--- config.mk ---
export PLATFORM = sky130hd
export DESIGN_NAME = seven_seg_ctrl_flat
export DESIGN_NICKNAME = d
export VERILOG_FILES = /design/src/rtl/seven_seg_ctrl_pkg.sv /design/src/rtl/seven_seg_ctrl_if.sv /design/src/rtl/seven_seg_ctrl_scan_timer.sv /design/src/rtl/seven_seg_ctrl.sv /design/src/flat_wrapper.sv
export SDC_FILE = /design/constraint.sdc
export NUM_CORES = 1
export LEC_CHECK = 0
export ABC_AREA = 1
export CAP_MARGIN = 5
export CORE_ASPECT_RATIO = 1.1
export CORE_MARGIN = 5
export CORE_UTILIZATION = 47
export DETAILED_ROUTE_END_ITERATION = 10
export PLACE_DENSITY = 0.76
export REMOVE_ABC_BUFFERS = 1
export SLEW_MARGIN = 30
export SYNTH_ARGS = -nofsm -noshare
export SYNTH_HDL_FRONTEND = slang
export SYNTH_HIERARCHICAL = 1
export SYNTH_SLANG_ARGS = --single-unit
--- constraint.sdc ---
create_clock -name clk -period 1.6 [get_ports clk]
set_input_delay 0.16 -clock clk [delete_from_list [all_inputs] [get_ports clk]]
set_output_delay 0.16 -clock clk [all_outputs]
set_load 0.01 [all_outputs]
--- src/rtl/seven_seg_ctrl_pkg.sv ---
// Shared types and constants for the seven-segment display controller:
// arbiter state encoding, debug view and the default scan prescale.
package seven_seg_ctrl_pkg;

  localparam int          DATA_W           = 16;
  localparam logic [15:0] PRESCALE_DEFAULT = 16'd50000;

  typedef enum logic [1:0] {
    IDLE   = 2'd0,
    SERVE0 = 2'd1,
    SERVE1 = 2'd2
  } arb_state_t;

  typedef struct packed {
    arb_state_t state;
    logic       tick;
    logic       pending;
    logic       last_grant;
  } dbg_t;

  // Active-low digit enable with only the scanned position pulled low.
  function automatic logic [3:0] an_for_idx(input logic [1:0] idx);
    return ~(4'b0001 << idx);
  endfunction

endpackage

--- src/rtl/seven_seg_ctrl_if.sv ---
// Write-request bundle for the two display requesters (CPU = port 0, debug = port 1).
// Handshake: a requester holds reqk_valid/reqk_data; reqk_ready is high for exactly one
// cycle when the arbiter serves port k, and the data is taken on that edge only if
// reqk_valid is still high. Ready never depends on valid within the same cycle.
interface seven_seg_ctrl_if;

  logic                                  req0_valid;
  logic [seven_seg_ctrl_pkg::DATA_W-1:0] req0_data;
  logic                                  req0_ready;
  logic                                  req1_valid;
  logic [seven_seg_ctrl_pkg::DATA_W-1:0] req1_data;
  logic                                  req1_ready;

  modport master (
    output req0_valid, req0_data, req1_valid, req1_data,
    input  req0_ready, req1_ready
  );

  modport slave (
    input  req0_valid, req0_data, req1_valid, req1_data,
    output req0_ready, req1_ready
  );

endinterface

--- src/rtl/seven_seg_ctrl_scan_timer.sv ---
// Digit scan timing: prescaler producing a tick every PRESCALE clocks and a
// 2-bit scan index advanced by that tick; frame_done marks the 3 -> 0 wrap.
module scan_timer
  import seven_seg_ctrl_pkg::*;
#(
  parameter logic [15:0] PRESCALE = PRESCALE_DEFAULT
) (
  input  logic       clk,
  input  logic       reset,
  output logic       tick,
  output logic [1:0] idx,
  output logic       frame_done
);

  logic [15:0] r_count;
  logic [1:0]  r_idx;
  logic        w_tick;

  assign w_tick = (r_count == (PRESCALE - 16'd1));

  always_ff @(posedge clk or negedge reset) begin
    if (!reset) begin
      r_count <= 16'd0;
      r_idx   <= 2'd0;
    end else if (w_tick) begin
      r_count <= 16'd0;
      r_idx   <= r_idx + 2'd1;
    end else begin
      r_count <= r_count + 16'd1;
    end
  end

  assign tick       = w_tick;
  assign idx        = r_idx;
  assign frame_done = w_tick && (r_idx == 2'd3);

endmodule

--- src/rtl/seven_seg_ctrl.sv ---
// Four-digit multiplexed seven-segment controller: two requesters write a shadow
// value through a fair arbiter; the shown value only changes at frame boundaries.
module seven_seg_ctrl
  import seven_seg_ctrl_pkg::*;
#(
  parameter logic [15:0] PRESCALE = PRESCALE_DEFAULT
) (
  input  logic            clk,
  input  logic            reset,
  seven_seg_ctrl_if.slave bus,
  input  logic            lz_blank,
  output logic [3:0]      digit,
  output logic [3:0]      an,
  output logic            frame_done,
  output dbg_t            o_dbg
);

  arb_state_t  r_state;
  arb_state_t  w_next_state;
  logic        r_last_grant;
  logic        r_pending;
  logic [15:0] r_shadow;
  logic [15:0] r_active;

  logic        w_tick;
  logic [1:0]  w_idx;
  logic        w_frame_done;
  logic        w_ready0;
  logic        w_ready1;
  logic        w_cap0;
  logic        w_cap1;
  logic [3:0]  w_nibble;
  logic        w_upper_zero;

  scan_timer #(
    .PRESCALE (PRESCALE)
  ) u_scan_timer (
    .clk        (clk),
    .reset      (reset),
    .tick       (w_tick),
    .idx        (w_idx),
    .frame_done (w_frame_done)
  );

  always_ff @(posedge clk or negedge reset) begin
    if (!reset) begin
      r_state <= IDLE;
    end else begin
      r_state <= w_next_state;
    end
  end

  // On simultaneous requests the port that did not win last time goes first.
  always_comb begin
    w_next_state = r_state;
    case (r_state)
      IDLE: begin
        if (bus.req0_valid && bus.req1_valid) begin
          w_next_state = r_last_grant ? SERVE0 : SERVE1;
        end else if (bus.req0_valid) begin
          w_next_state = SERVE0;
        end else if (bus.req1_valid) begin
          w_next_state = SERVE1;
        end else begin
          w_next_state = IDLE;
        end
      end
      SERVE0:  w_next_state = IDLE;
      SERVE1:  w_next_state = IDLE;
      default: w_next_state = IDLE;
    endcase
  end

  always_comb begin
    w_ready0 = (r_state == SERVE0);
    w_ready1 = (r_state == SERVE1);
    w_cap0   = w_ready0 && bus.req0_valid;
    w_cap1   = w_ready1 && bus.req1_valid;
  end

  assign bus.req0_ready = w_ready0;
  assign bus.req1_ready = w_ready1;

  // Active takes the old shadow before a same-cycle capture overwrites it,
  // so a capture on the boundary stays pending for the following frame.
  always_ff @(posedge clk or negedge reset) begin
    if (!reset) begin
      r_last_grant <= 1'b1;
      r_pending    <= 1'b0;
      r_shadow     <= 16'h0000;
      r_active     <= 16'h0000;
    end else begin
      if (w_frame_done && r_pending) begin
        r_active <= r_shadow;
      end
      if (w_cap0) begin
        r_shadow     <= bus.req0_data;
        r_last_grant <= 1'b0;
      end else if (w_cap1) begin
        r_shadow     <= bus.req1_data;
        r_last_grant <= 1'b1;
      end
      if (w_cap0 || w_cap1) begin
        r_pending <= 1'b1;
      end else if (w_frame_done) begin
        r_pending <= 1'b0;
      end
    end
  end

  always_comb begin
    w_nibble     = r_active[3:0];
    w_upper_zero = 1'b0;
    case (w_idx)
      2'd0: begin
        w_nibble     = r_active[3:0];
        w_upper_zero = 1'b0;
      end
      2'd1: begin
        w_nibble     = r_active[7:4];
        w_upper_zero = (r_active[15:4] == 12'h000);
      end
      2'd2: begin
        w_nibble     = r_active[11:8];
        w_upper_zero = (r_active[15:8] == 8'h00);
      end
      default: begin
        w_nibble     = r_active[15:12];
        w_upper_zero = (r_active[15:12] == 4'h0);
      end
    endcase
  end

  assign digit      = w_nibble;
  assign an         = (lz_blank && w_upper_zero) ? 4'b1111 : an_for_idx(w_idx);
  assign frame_done = w_frame_done;

  always_comb begin
    o_dbg.state      = r_state;
    o_dbg.tick       = w_tick;
    o_dbg.pending    = r_pending;
    o_dbg.last_grant = r_last_grant;
  end

endmodule

--- src/flat_wrapper.sv ---
// flat-port wrapper written by rule: the top's interface ports become plain ports
module seven_seg_ctrl_flat import seven_seg_ctrl_pkg::*;
#(
  parameter logic [15:0] PRESCALE = PRESCALE_DEFAULT
)
  (clk, reset, lz_blank, digit, an, frame_done, o_dbg, bus_req0_valid, bus_req0_data, bus_req1_valid, bus_req1_data, bus_req0_ready, bus_req1_ready);
  seven_seg_ctrl_if bus_i ();
  input  logic clk;
  input  logic reset;
  input  logic lz_blank;
  output logic [3:0] digit;
  output logic [3:0] an;
  output logic frame_done;
  output dbg_t o_dbg;
  input wire logic [$bits(bus_i.req0_valid)-1:0] bus_req0_valid;
  input wire logic [$bits(bus_i.req0_data)-1:0] bus_req0_data;
  input wire logic [$bits(bus_i.req1_valid)-1:0] bus_req1_valid;
  input wire logic [$bits(bus_i.req1_data)-1:0] bus_req1_data;
  output wire logic [$bits(bus_i.req0_ready)-1:0] bus_req0_ready;
  output wire logic [$bits(bus_i.req1_ready)-1:0] bus_req1_ready;
  assign bus_i.req0_valid = bus_req0_valid;
  assign bus_i.req0_data = bus_req0_data;
  assign bus_i.req1_valid = bus_req1_valid;
  assign bus_i.req1_data = bus_req1_data;
  assign bus_req0_ready = bus_i.req0_ready;
  assign bus_req1_ready = bus_i.req1_ready;
  seven_seg_ctrl #(.PRESCALE(PRESCALE)) u_core (.clk(clk), .reset(reset), .bus(bus_i), .lz_blank(lz_blank), .digit(digit), .an(an), .frame_done(frame_done), .o_dbg(o_dbg));
endmodule
After elaboration in Yosys (flattened, before gate mapping)

Index checks and enable logic that the tools add are counted.

Bits in registers: 54
Bits in latches: 0
RAM bits: 0
Memory bits (read-only): 0
Input bits: 37
Output and inout port bits: 16
Logic and storage cells: 46
Memories: 0

Add/subtract/negate cells: 2
Multipliers: 0
Div/mod/pow operators: 0
Order comparisons: 0
Equality and inequality tests: 6
Shifts and indexed selects: 1
Mux-type cells: 15
Bitwise logic cells: 1
Reductions and logical operators: 14

Operator list:

| kind                    | count |
|---|---|
| $mux W16                | 3 |
| $add A16 B1 Y16 const B | 1 |
| $eq A16 B16 Y1 const B  | 1 |
| $logic_not A12 Y1       | 1 |
| $pmux W4 S3             | 1 |
| $mux W2                 | 5 |
| $logic_not A8 Y1        | 1 |
| $eq A2 B2 Y1 const B    | 3 |
| $logic_and A1 B1 Y1     | 6 |
| $eq A2 B1 Y1 const B    | 2 |
| $logic_not A2 Y1        | 2 |
| $logic_not A4 Y1        | 1 |
| $mux W1                 | 4 |
| $mux W4                 | 1 |
| $not A4 Y4              | 1 |
| $reduce_bool A2 Y1      | 2 |
| $shl A1 B2 Y4 const A   | 1 |
| $pmux W1 S3             | 1 |
| $add A2 B1 Y2 const B   | 1 |
| $logic_or A1 B1 Y1      | 1 |

Logic depth before layout (Yosys ltp)

Gate-level depths: netlist of run 1.

Depth after elaboration: 4
Depth in mapped cells: 10
Depth with buffers taken out: 9

Cells and area by module

Netlist of run 1, hierarchy kept.

By module, submodules not included:

| module         | times used | cells each | area each (um^2) | seq. area each (um^2) |
|---|---|---|---|---|
| seven_seg_ctrl | 1          | 209        | 1819.2           | 902.1 |
| scan_timer     | 1          | 127        | 973.4            | 450.4 |

Worst setup path before layout of run 1

OpenSTA, ideal clock, no wires.

Path kind: reg2reg
Start point: register u_core.u_scan_timer.r_count[0]
End point: register u_core.r_active[0]
Library setup time: 125 ps
Data arrival time: 1779 ps
Data required time: 1475 ps
Path slack: -303 ps
Cell stages (with the launch flop): 9
Buffers on the path: 1
Clock period less this slack: 1903 ps
Path through: dfrtp_1 > ha_1 > nand3_2 > nor2_2 > nand2_4 > nor2_1 > nand2_1 > buf_2 > mux2_2

Longest elaborated chain between the ends: 3

Ends and longest elaborated chain:

| element                  | RTL line                        | RTL |
|---|---|---|
| start: declaration       | seven_seg_ctrl_scan_timer.sv:15 | `logic [15:0] r_count;` |
| start signal: assignment | seven_seg_ctrl_scan_timer.sv:29 | `r_count <= r_count + 16'd1;` |
| $eq A16 B16 Y1           | seven_seg_ctrl_scan_timer.sv:19 | `assign w_tick = (r_count == (PRESCALE - 16'd1));` |
| $logic_and A1 B1 Y1      | seven_seg_ctrl_scan_timer.sv:35 | `assign frame_done = w_tick && (r_idx == 2'd3);` |
| net frame_done           | flat_wrapper.sv:13              | `output logic frame_done;` |
| $logic_and A1 B1 Y1      | seven_seg_ctrl.sv:93            | `if (w_frame_done && r_pending) begin` |
| end signal: assignment   | seven_seg_ctrl.sv:94            | `r_active <= r_shadow;` |
| end: declaration         | seven_seg_ctrl.sv:23            | `logic [15:0] r_active;` |

The timed path passes the listed nets, and every way through them passes these cells.
A chain may end at the register's enable or synchronous reset.

Final worst setup path of run 1

Start point: register u_core.u_scan_timer.r_idx[1], in the netlist u_core/u_scan_timer/idx[1]
End point: register u_core.r_active[11]

Longest elaborated chain between the ends: 3

Ends and longest elaborated chain:

| element                  | RTL line                        | RTL |
|---|---|---|
| start: declaration       | seven_seg_ctrl_scan_timer.sv:16 | `logic [1:0] r_idx;` |
| start signal: assignment | seven_seg_ctrl_scan_timer.sv:27 | `r_idx <= r_idx + 2'd1;` |
| $eq A2 B2 Y1             | seven_seg_ctrl_scan_timer.sv:35 |  |
| $logic_and A1 B1 Y1      | seven_seg_ctrl_scan_timer.sv:35 |  |
| $logic_and A1 B1 Y1      | seven_seg_ctrl.sv:93            |  |

No other way between the ends.

==> run_results.csv, run 1 <==
group,metric,value,unit
clock_tree,clockBufferDepth,2,
logic_synthesis,syn_area,2790,µm²
clock_tree,cts_buffers,5,
logic_synthesis,synthArstFlopShare,1.00,
floorplan,design.core.area,5770,µm²
setup_path,crit_type,"flop to flop",
timing,hold_violations,0,
place,dp_cells,495,
clock_tree,cts_tree,"done",
global_route,busiest_layer,"met2",
setup_path,crit_buf_inv,4,
timing,tightestPinTransition,0.298,ns
drt,wirelength,6790,µm
outcome,violations,"negative setup slack",
timing,maxSlewHeadroom,0.801,
logic_synthesis,synth_top_cells_by_count,"nand2_1, dfrtp_1, inv_1",
global_route,grt_pass1_vias,2582,
final_layout,antennaDiodeCount,0,
logic_synthesis,synth_edf_count,0,
pwr,power.density,833,nW/µm²
logic_synthesis,seq_area_frac_synth,0.484,
setup_path,arrival,1.85,ns
pwr,total_power,0.00340,W
setup_path,critical-path-slowest-cell,"dfrtp_1",
place,place_ws,-0.151,ns
job,cap_violations,0,
global_route,use_met2,0.342,
final_layout,seq_area,1350,µm²
pwr,ir_drop,0.000742,V
final_layout,fin_nets,485,
setup_path,slowest_delay,0.43,ns
clock_tree,clock_sinks,54,
place,hpwl,4630,µm
floorplan,rows,29,
timing,rsz0062_at_grt,"yes",
logic_synthesis,synth_top_area_cell,"dfrtp_1",
pwr,cellLeakagePower,2.19,nW
floorplan,io_pins,53,
setup_path,startpoint_type,"flop",
global_route,grt.total_usage,0.181,
timing,min_period,1.66,ns
setup_path,required,1.79,ns
global_route,gr-usage-met3,0.0420,
final_layout,final_area,4090,µm²
drt,drt_iter0_markers,94,
setup_path,cp_max_fo,10,
place,gp_congestion,0.909,
timing,final-setup-viol-count,18,
logic_synthesis,yosys-top-cells-area,"dfrtp_1, nand2_1, inv_1, nor2_1, mux2_2",
place,place_area,3660,µm²
floorplan,die_h,90.8,µm
setup_path,crit_family,"buffers and inverters",
global_route,grt_first_pass_wirelength,11300,µm
timing,skew,0.00793,ns
drt,antenna_left,0,
logic_synthesis,yosysUniqueCellTypes,33,
clock_tree,clock_latency,0.30,ns
min_path,hold_path_class,"primary input to async pin",
floorplan,die_area,7590,µm²
global_route,use_met1,0.203,
clock_tree,clkTransAtPathRegs,0.09,ns
floorplan,fp.dieW,83.5,µm
logic_synthesis,yosys_most_used_dff,"dfrtp_1",
logic_synthesis,synth_area_per_cell,8.31,µm²
timing,finalCritPeriodShare,1.04,
clock_tree,cts_max_level,2,
logic_synthesis,synth_top_area_frac,0.475,
setup_path,endpoint_kind,"flop",
final_layout,fin_cells,523,
global_route,grt_max_degree,55,
final_layout,drive_gt1_frac,0.307,
drt,num_vias,2533,
timing,slew_viol_final,0,
place,port_buffers,52,
global_route,gr-total-overflow,0,
logic_synthesis,synth_most_common_cell,"nand2_1",
drt,drc_errors,0,
logic_synthesis,ys_ff_latch,54,
clock_tree,cts_root_buffer,"clkbuf_8",
drt,drt-vias-per-instance,4.84,
logic_synthesis,synth_warnings,6,
outcome,status,"finished, violations left",
final_layout,fill_cells,426,
drt,wl_per_cell,13.0,µm
timing,hold_slack,0.361,ns
final_layout,multi_input_area,1280,µm²
logic_synthesis,synthCells,336,
global_route,antenna_found_initial,0,
setup_path,crit_chain,"buf_6 -> buf_4 -> ha_2 -> inv_2 -> nor2_4 -> nand2_4 -> buf_12 -> mux2_2",
drt,drt_pass1_iterations,5,
floorplan,start_util,0.484,
timing,fmax,603,MHz
timing,layout_setup_ws,-0.0587,ns
final_layout,syn_to_final_growth,46.3,%
==> routing by layer <==
metal  up-vias  wire [µm]  part of all wire
met1      1193       2660              0.39
li1       1279          -                 -
met5         -          0                 0
met3         6        325             0.048
met2        55       3750              0.55
met4         0         49            0.0072
==> kinds of logic (layout without fill, tap and decap cells) <==
family / count (synthesis) / count (layout) / synth area share
mux: 12 / 12 / 0.0484
simple gates: 175 / 175 / 0.277
flops: 54 / 54 / 0.484
buf+inv: 58 / 168 / 0.0941
xor+xnor: 6 / 6 / 0.0188
compound gates: 29 / 29 / 0.0686
fa+ha+maj: 2 / 2 / 0.00896
==> tightest hold or removal path, cell delays in order <==
cell           delay [ns]
dlygate4sd3_1        0.52
buf_2                0.12
buf_12               0.26
==> area by class of cell <==
| type | instances | share of cell area |
|---|---|---|
| multi-input combinational | 224 | 0.315 |
| tap | 77 | 0.0236 |
| timing repair buffer | 113 | 0.256 |
| clock buffer | 6 | 0.0202 |
| inverter | 48 | 0.0466 |
| sequential | 54 | 0.331 |
| clock inverter | 1 | 0.00735 |
==> through the flow <==
| step | setup TNS [ns] | utilization |
|---|---|---|
| after global placement | -1.62 | 0.635 |
| after floorplan | -7.85 | - |
| after global routing | -2.34 | 0.708 |
| after CTS | -0.656 | 0.681 |
| after detailed placement | -2.31 | 0.635 |
| final | -0.612 | 0.708 |
==> sequential cells by signal, summed over array words and instances, names as in the netlist <==
name and count:
u_core/r_pending 1, u_core/u_scan_timer/r_count 16, u_core/r_state 2, u_core/u_scan_timer/idx 2, u_core/r_last_grant 1, u_core/r_active 16
u_core/r_shadow 16
==> layout by cell type (no fill, tap or decap), types with 9 or more instances in the layout <==
cell type,n
buf_6,9
nand2_2,15
nor2_4,9
nor2_1,32
clkdlybuf4s50_1,38
inv_1,38
o211ai_1,15
mux2_2,12
buf_4,50
nand3_1,13
dfrtp_1,52
nand2_1,87
==> what timing repair did <==
item                                    CTS  global route
hold buffers                              1             0
resized for setup                        62            28
pin swaps                                 5             5
setup buffers                            10            10
endpoints found under the setup margin   27            28
endpoints found under the hold margin    53             0
gates cloned                              1             0
==> where the power goes <==
group	switching [W]	internal, W	total (W)
registers	0.000154	0.00159	0.00175
logic	0.000372	0.000361	0.000733
clock network	0.000422	0.000501	0.000923
total	0.000948	0.00245	0.00340
==> worst paths after layout <==
check	startpoint	to	slack, ns	cells after the start
setup / recovery	u_core/u_scan_timer/idx[1]	u_core/r_active[11]	-0.06	8
hold / removal	reset	u_core/u_scan_timer/r_count[2]	0.36	3
setup reg to reg	u_core/u_scan_timer/idx[1]	u_core/r_active[11]	-0.06	8
hold reg to reg	u_core/r_shadow[1]	u_core/r_shadow[1]	0.48	2
max in group asynchronous	reset	u_core/r_last_grant	0.93	3
min in group clk	bus_req1_data[14]	u_core/r_shadow[14]	0.44	3
No activity file was read; power rests on OpenSTA's default activity.
==> run 2: changes to the inputs <==
- CORE_UTILIZATION: 47 -> 25
- PLACE_DENSITY: 0.76 -> default
- REMOVE_ABC_BUFFERS: 1 -> default
==> run_results.csv, run 2 (synthesis gave the netlist of run 1 again) <==
group,metric,value,unit
logic_synthesis,synth_fp_nets,375,
setup_path,cp_common_cell,"buf_4",
timing,maxSlewHeadroom,0.644,
place,place_area,3830,µm²
global_route,antenna_found_initial,0,
final_layout,fill_cells,1167,
floorplan,design.core.area,10900,µm²
outcome,status,"finished, violations left",
pwr,intPower,0.00273,W
timing,slew_viol_final,0,
drt,antenna_left,0,
clock_tree,cts_root_buffer,"clkbuf_16",
setup_path,crit_family,"buffers and inverters",
setup_path,r2r-end,"u_core/r_active[11]",
clock_tree,clkTransAtPathRegs,0.07,ns
clock_tree,cts_tree,"done",
final_layout,fin_nets,485,
timing,min_period,1.69,ns
timing,rsz0062_at_grt,"yes",
pwr,total_power,0.00373,W
final_layout,antennaDiodeCount,0,
final_layout,final_area,4140,µm²
setup_path,arrival,1.53,ns
clock_tree,cts_buffers,5,
min_path,hold_path_class,"primary input to async pin",
setup_path,crit_buf_inv,4,
pwr,power_frac_comb,0.190,
drt,wirelength,6910,µm
drt,drt_pass1_iterations,5,
timing,skew,0.00748,ns
timing,tightestPinTransition,0.535,ns
floorplan,die_area,13400,µm²
global_route,grt_max_degree,31,
place,dp_cells,573,
floorplan,io_pins,53,
drt,wl_per_cell,11.6,µm
pwr,switching_share,0.268,
setup_path,r2r.worst_path.cells,8,
place,hpwl,5340,µm
drt,drc_errors,0,
drt,drt_iter0_markers,79,
clock_tree,cts_max_level,2,
setup_path,critical-path-slowest-cell,"dfrtp_1",
setup_path,endpoint_kind,"primary output",
timing,layout_setup_ws,-0.0866,ns
setup_path,r2r_start,"u_core/u_scan_timer/idx[1]",
final_layout,fin_cells,594,
timing,final-setup-viol-count,18,
final_layout,utilization,0.380,
global_route,grt_first_pass_wirelength,11800,µm
setup_path,slowest_delay,0.39,ns
setup_path,rrSetupSlack,-0.05,ns
pwr,cellLeakagePower,2.19,nW
pwr,seqPwrFrac,0.466,
setup_path,crit_chain,"buf_4 -> buf_4 -> nor2_4 -> buf_6 -> nand2_1 -> nand4_1 -> buf_2",
global_route,grt.total_usage,0.107,
timing,finalCritPeriodShare,1.05,
floorplan,rows,40,
floorplan,start_util,0.256,
final_layout,drive_gt1_frac,0.291,
floorplan,die_h,121,µm
place,gp_congestion,0.855,
clock_tree,clock_latency,0.29,ns
timing,fmax,593,MHz
pwr,clkPwrFrac,0.344,
pwr,power.density,901,nW/µm²
pwr,power_switching,0.00100,W
final_layout,largestRegisters,"u_core/r_active: 16 flops, u_core/r_shadow: 16 flops, u_core/u_scan_timer/r_count: 16 flops",
timing,hold_slack,0.375,ns
pwr,ir_drop,0.000463,V
final_layout,final_cell_mix,"nand2_1, buf_4, dfrtp_1, inv_1, clkdlybuf4s50_1",
final_layout,layout_commonest_cell,"nand2_1",
setup_path,crit_type,"flop to primary output",
outcome,violations,"negative setup slack",
place,port_buffers,52,
setup_path,startpoint_type,"flop",
setup_path,cp_max_fo,3,
global_route,gr-total-overflow,0,
global_route,grt_pass1_vias,2593,
final_layout,syn_to_final_growth,48.3,%
clock_tree,clock_sinks,54,
drt,num_vias,2460,
floorplan,fp.dieW,111,µm
drt,drt-vias-per-instance,4.14,
job,cap_violations,0,
clock_tree,clockBufferDepth,2,
timing,hold_violations,0,
setup_path,required,1.44,ns
==> run 2: cell count changes in the layout (fill, tap and decap cells not counted), sizes merged <==
cell / delta
clkdlybuf4s50: +1
dlygate4sd2: -1
dlymetal6s2s: -1
inv: +1
buf: +1
==> run 2: area by class of cell <==
cell class / count / area (µm²) / area share
Timing Repair Buffer: 113 / 978 / 0.236
Clock buffer: 6 / 139 / 0.0335
Clock inverter: 2 / 38.8 / 0.00936
Inverter: 48 / 184 / 0.0444
Multi-Input combinational cell: 224 / 1260 / 0.305
Sequential cell: 54 / 1350 / 0.327
Tap cell: 147 / 184 / 0.0444
==> run 2: stage by stage <==
step | TNS, ns | setup slack (ns)
floorplan | -0.457 | -0.0390
global placement | -1.51 | -0.241
detailed placement | -1.73 | -0.209
CTS | -0.824 | -0.0722
global route | -2.31 | -0.132
finish | -0.767 | -0.0866
==> run 2: worst max path at each step <==
stage                           to  cells after the start  slack [ns]                           start
4_1_cts        u_core/r_active[11]                      8       -0.07  u_core/u_scan_timer/r_count[1]
2_1_floorplan   u_core/r_active[1]                      8       -0.04  u_core/u_scan_timer/r_count[0]
5_1_grt                   digit[0]                      7       -0.13      u_core/u_scan_timer/idx[1]
6_report                  digit[0]                      7       -0.09      u_core/u_scan_timer/idx[1]
3_5_place_dp                 an[2]                      6       -0.21                        lz_blank
3_3_place_gp                 an[2]                      6       -0.24                        lz_blank
==> run 2: what timing repair did <==
action | in CTS | in global routing
resized for setup | 49 | 15
pin swaps | 8 | 7
endpoints found under the hold margin | 19 | 0
setup endpoints to repair | 24 | 27
setup buffers | 8 | 4
hold buffers | 1 | 0
==> run 2: layer usage <==
metal,wire length [µm],GRT usage,vias up
met5,0,0,-
met3,265,0.0254,12
met2,3240,0.176,57
met1,3250,0.136,1116
met4,152,0.0454,0
li1,-,-,1275
==> run 2: power groups by stage <==
| stage | Sequential [W] | Clock (W) | Combinational (W) |
|---|---|---|---|
| 2_1_floorplan | 0.00174 | 0 | 0.000460 |
| 3_3_place_gp | 0.00177 | 0 | 0.000688 |
| 3_5_place_dp | 0.00178 | 0 | 0.000702 |
| 4_1_cts | 0.00175 | 0.00132 | 0.000729 |
| 5_1_grt | 0.00177 | 0.00139 | 0.000817 |
| 6_report | 0.00174 | 0.00129 | 0.000708 |
==> run 3: changes to the inputs <==
- RECOVER_POWER: default -> 100
==> run_results.csv, run 3 (synthesis gave the netlist of run 1 again) <==
group,metric,value,unit
outcome,status,"finished, violations left",
outcome,violations,"negative setup slack",
clock_tree,clock_latency,0.29,ns
final_layout,layout_commonest_cell,"nand2_1",
timing,final-setup-viol-count,18,
place,gp_congestion,0.855,
drt,wirelength,6900,µm
place,port_buffers,52,
drt,antenna_left,0,
floorplan,rows,40,
pwr,power.density,899,nW/µm²
clock_tree,cts_tree,"done",
logic_synthesis,synth_fp_nets,375,
global_route,grt.total_usage,0.107,
final_layout,fill_cells,1169,
drt,drt-vias-per-instance,4.13,
timing,skew,0.00613,ns
timing,min_period,1.69,ns
pwr,power_frac_comb,0.187,
final_layout,drive_gt1_frac,0.282,
final_layout,utilization,0.378,
place,hpwl,5340,µm
clock_tree,clkTransAtPathRegs,0.07,ns
setup_path,required,1.44,ns
pwr,cellLeakagePower,2.17,nW
floorplan,die_h,121,µm
floorplan,start_util,0.256,
setup_path,cp_max_fo,3,
final_layout,antennaDiodeCount,0,
final_layout,multi_input_area,1260,µm²
final_layout,largestRegisters,"u_core/r_active: 16 flops, u_core/r_shadow: 16 flops, u_core/u_scan_timer/r_count: 16 flops",
clock_tree,cts_max_level,2,
clock_tree,clock_sinks,54,
timing,finalCritPeriodShare,1.05,
final_layout,final_cell_mix,"nand2_1, buf_4, dfrtp_1, inv_1, clkdlybuf4s50_1",
pwr,total_power,0.00371,W
pwr,ir_drop,0.000462,V
drt,drc_errors,0,
setup_path,crit_type,"flop to primary output",
floorplan,die_area,13400,µm²
drt,num_vias,2456,
job,cap_violations,0,
floorplan,io_pins,53,
min_path,hold_path_class,"primary input to async pin",
timing,slew_viol_final,0,
setup_path,startpoint_type,"flop",
timing,rsz0062_at_grt,"yes",
global_route,antenna_found_initial,0,
pwr,power_switching,0.000990,W
final_layout,fin_nets,485,
final_layout,seq_area,1350,µm²
timing,hold_violations,0,
clock_tree,cts_buffers,5,
setup_path,endpoint_kind,"primary output",
timing,maxSlewHeadroom,0.604,
clock_tree,cts_root_buffer,"clkbuf_16",
pwr,switching_share,0.267,
pwr,clkPwrFrac,0.345,
setup_path,arrival,1.53,ns
timing,layout_setup_ws,-0.0863,ns
final_layout,syn_to_final_growth,47.7,%
drt,drt_pass1_iterations,5,
drt,wl_per_cell,11.6,µm
pwr,intPower,0.00272,W
timing,tightestPinTransition,0.594,ns
setup_path,rrSetupSlack,-0.05,ns
global_route,gr-total-overflow,0,
global_route,grt_first_pass_wirelength,11800,µm
global_route,grt_pass1_vias,2593,
drt,drt_iter0_markers,89,
floorplan,design.core.area,10900,µm²
global_route,grt_max_degree,31,
pwr,seqPwrFrac,0.467,
floorplan,fp.dieW,111,µm
timing,fmax,593,MHz
clock_tree,clockBufferDepth,2,
## run 3: changes by cell type in the layout (fill, tap and decap cells not counted), sizes merged
cell | previous run | this run
clkbuf | 6 | 10
dlymetal6s2s | 1 | 0
buf | 71 | 67
clkdlybuf4s25 | 0 | 1
## run 3: final cells by class
cell class | count | area share
clock buffer | 6 | 0.0337
multi-input combinational | 224 | 0.306
inverter | 48 | 0.0440
timing repair buffer | 113 | 0.235
sequential | 54 | 0.328
tap | 147 | 0.0446
clock inverter | 2 | 0.00941
## run 3: power by group through the flow
stage	registers, W	logic (W)	clock network [W]
6_report	0.00173	0.000695	0.00128
5_1_grt	0.00177	0.000806	0.00139
3_3_place_gp	0.00177	0.000688	0
4_1_cts	0.00175	0.000729	0.00132
2_1_floorplan	0.00174	0.000460	0
3_5_place_dp	0.00178	0.000702	0
## run 3: timing repair
action                     4_1_cts  5_1_grt
hold endpoints to repair        19        0
hold buffers                     1        0
setup endpoints to repair       24       27
gates cloned                     0        0
resized for setup               49       15
pin swaps                        8        7
setup buffers                    8        4
## run 3: routing by layer
metal  part of all wire  vias up  global-route usage
met4              0.022        0              0.0454
met1               0.47     1113               0.136
met5                  0        -                   0
met2               0.47       57               0.176
met3              0.039       12              0.0254
li1                   -     1274                   -
## run 3: final timing paths
kind,start,endpoint,cells past startpoint
max,u_core/u_scan_timer/idx[1],digit[0],7
min,reset,u_core/r_state[1],2
max reg2reg,u_core/u_scan_timer/idx[1],u_core/r_active[11],8
max in group asynchronous,reset,u_core/u_scan_timer/idx[0],3
min reg2reg,u_core/r_shadow[2],u_core/r_shadow[2],2
min in group clk,bus_req0_data[14],u_core/r_shadow[14],3
## run 3: per-stage QoR
| step | instances | hold WS (ns) | setup TNS, ns | setup slack [ns] | cell area [µm²] |
|---|---|---|---|---|---|
| finish | 594 | 0.399 | -0.744 | -0.0863 | 4120 |
| global route | 594 | 0.477 | -2.35 | -0.132 | 4120 |
| detailed placement | 573 | 0.181 | -1.73 | -0.209 | 3830 |
| floorplan | 336 | -0.136 | -0.457 | -0.0390 | 2830 |
| global placement | 573 | 0.184 | -1.51 | -0.241 | 3830 |
| CTS | 590 | 0.405 | -0.824 | -0.0722 | 4060 |
## run 3: critical path, cell delays in order, from the launching register on
cell     delay [ns]
dfrtp_1        0.39
buf_4          0.16
buf_4          0.13
nor2_4         0.13
buf_6          0.11
nand2_1        0.04
nand4_1        0.11
buf_2          0.16
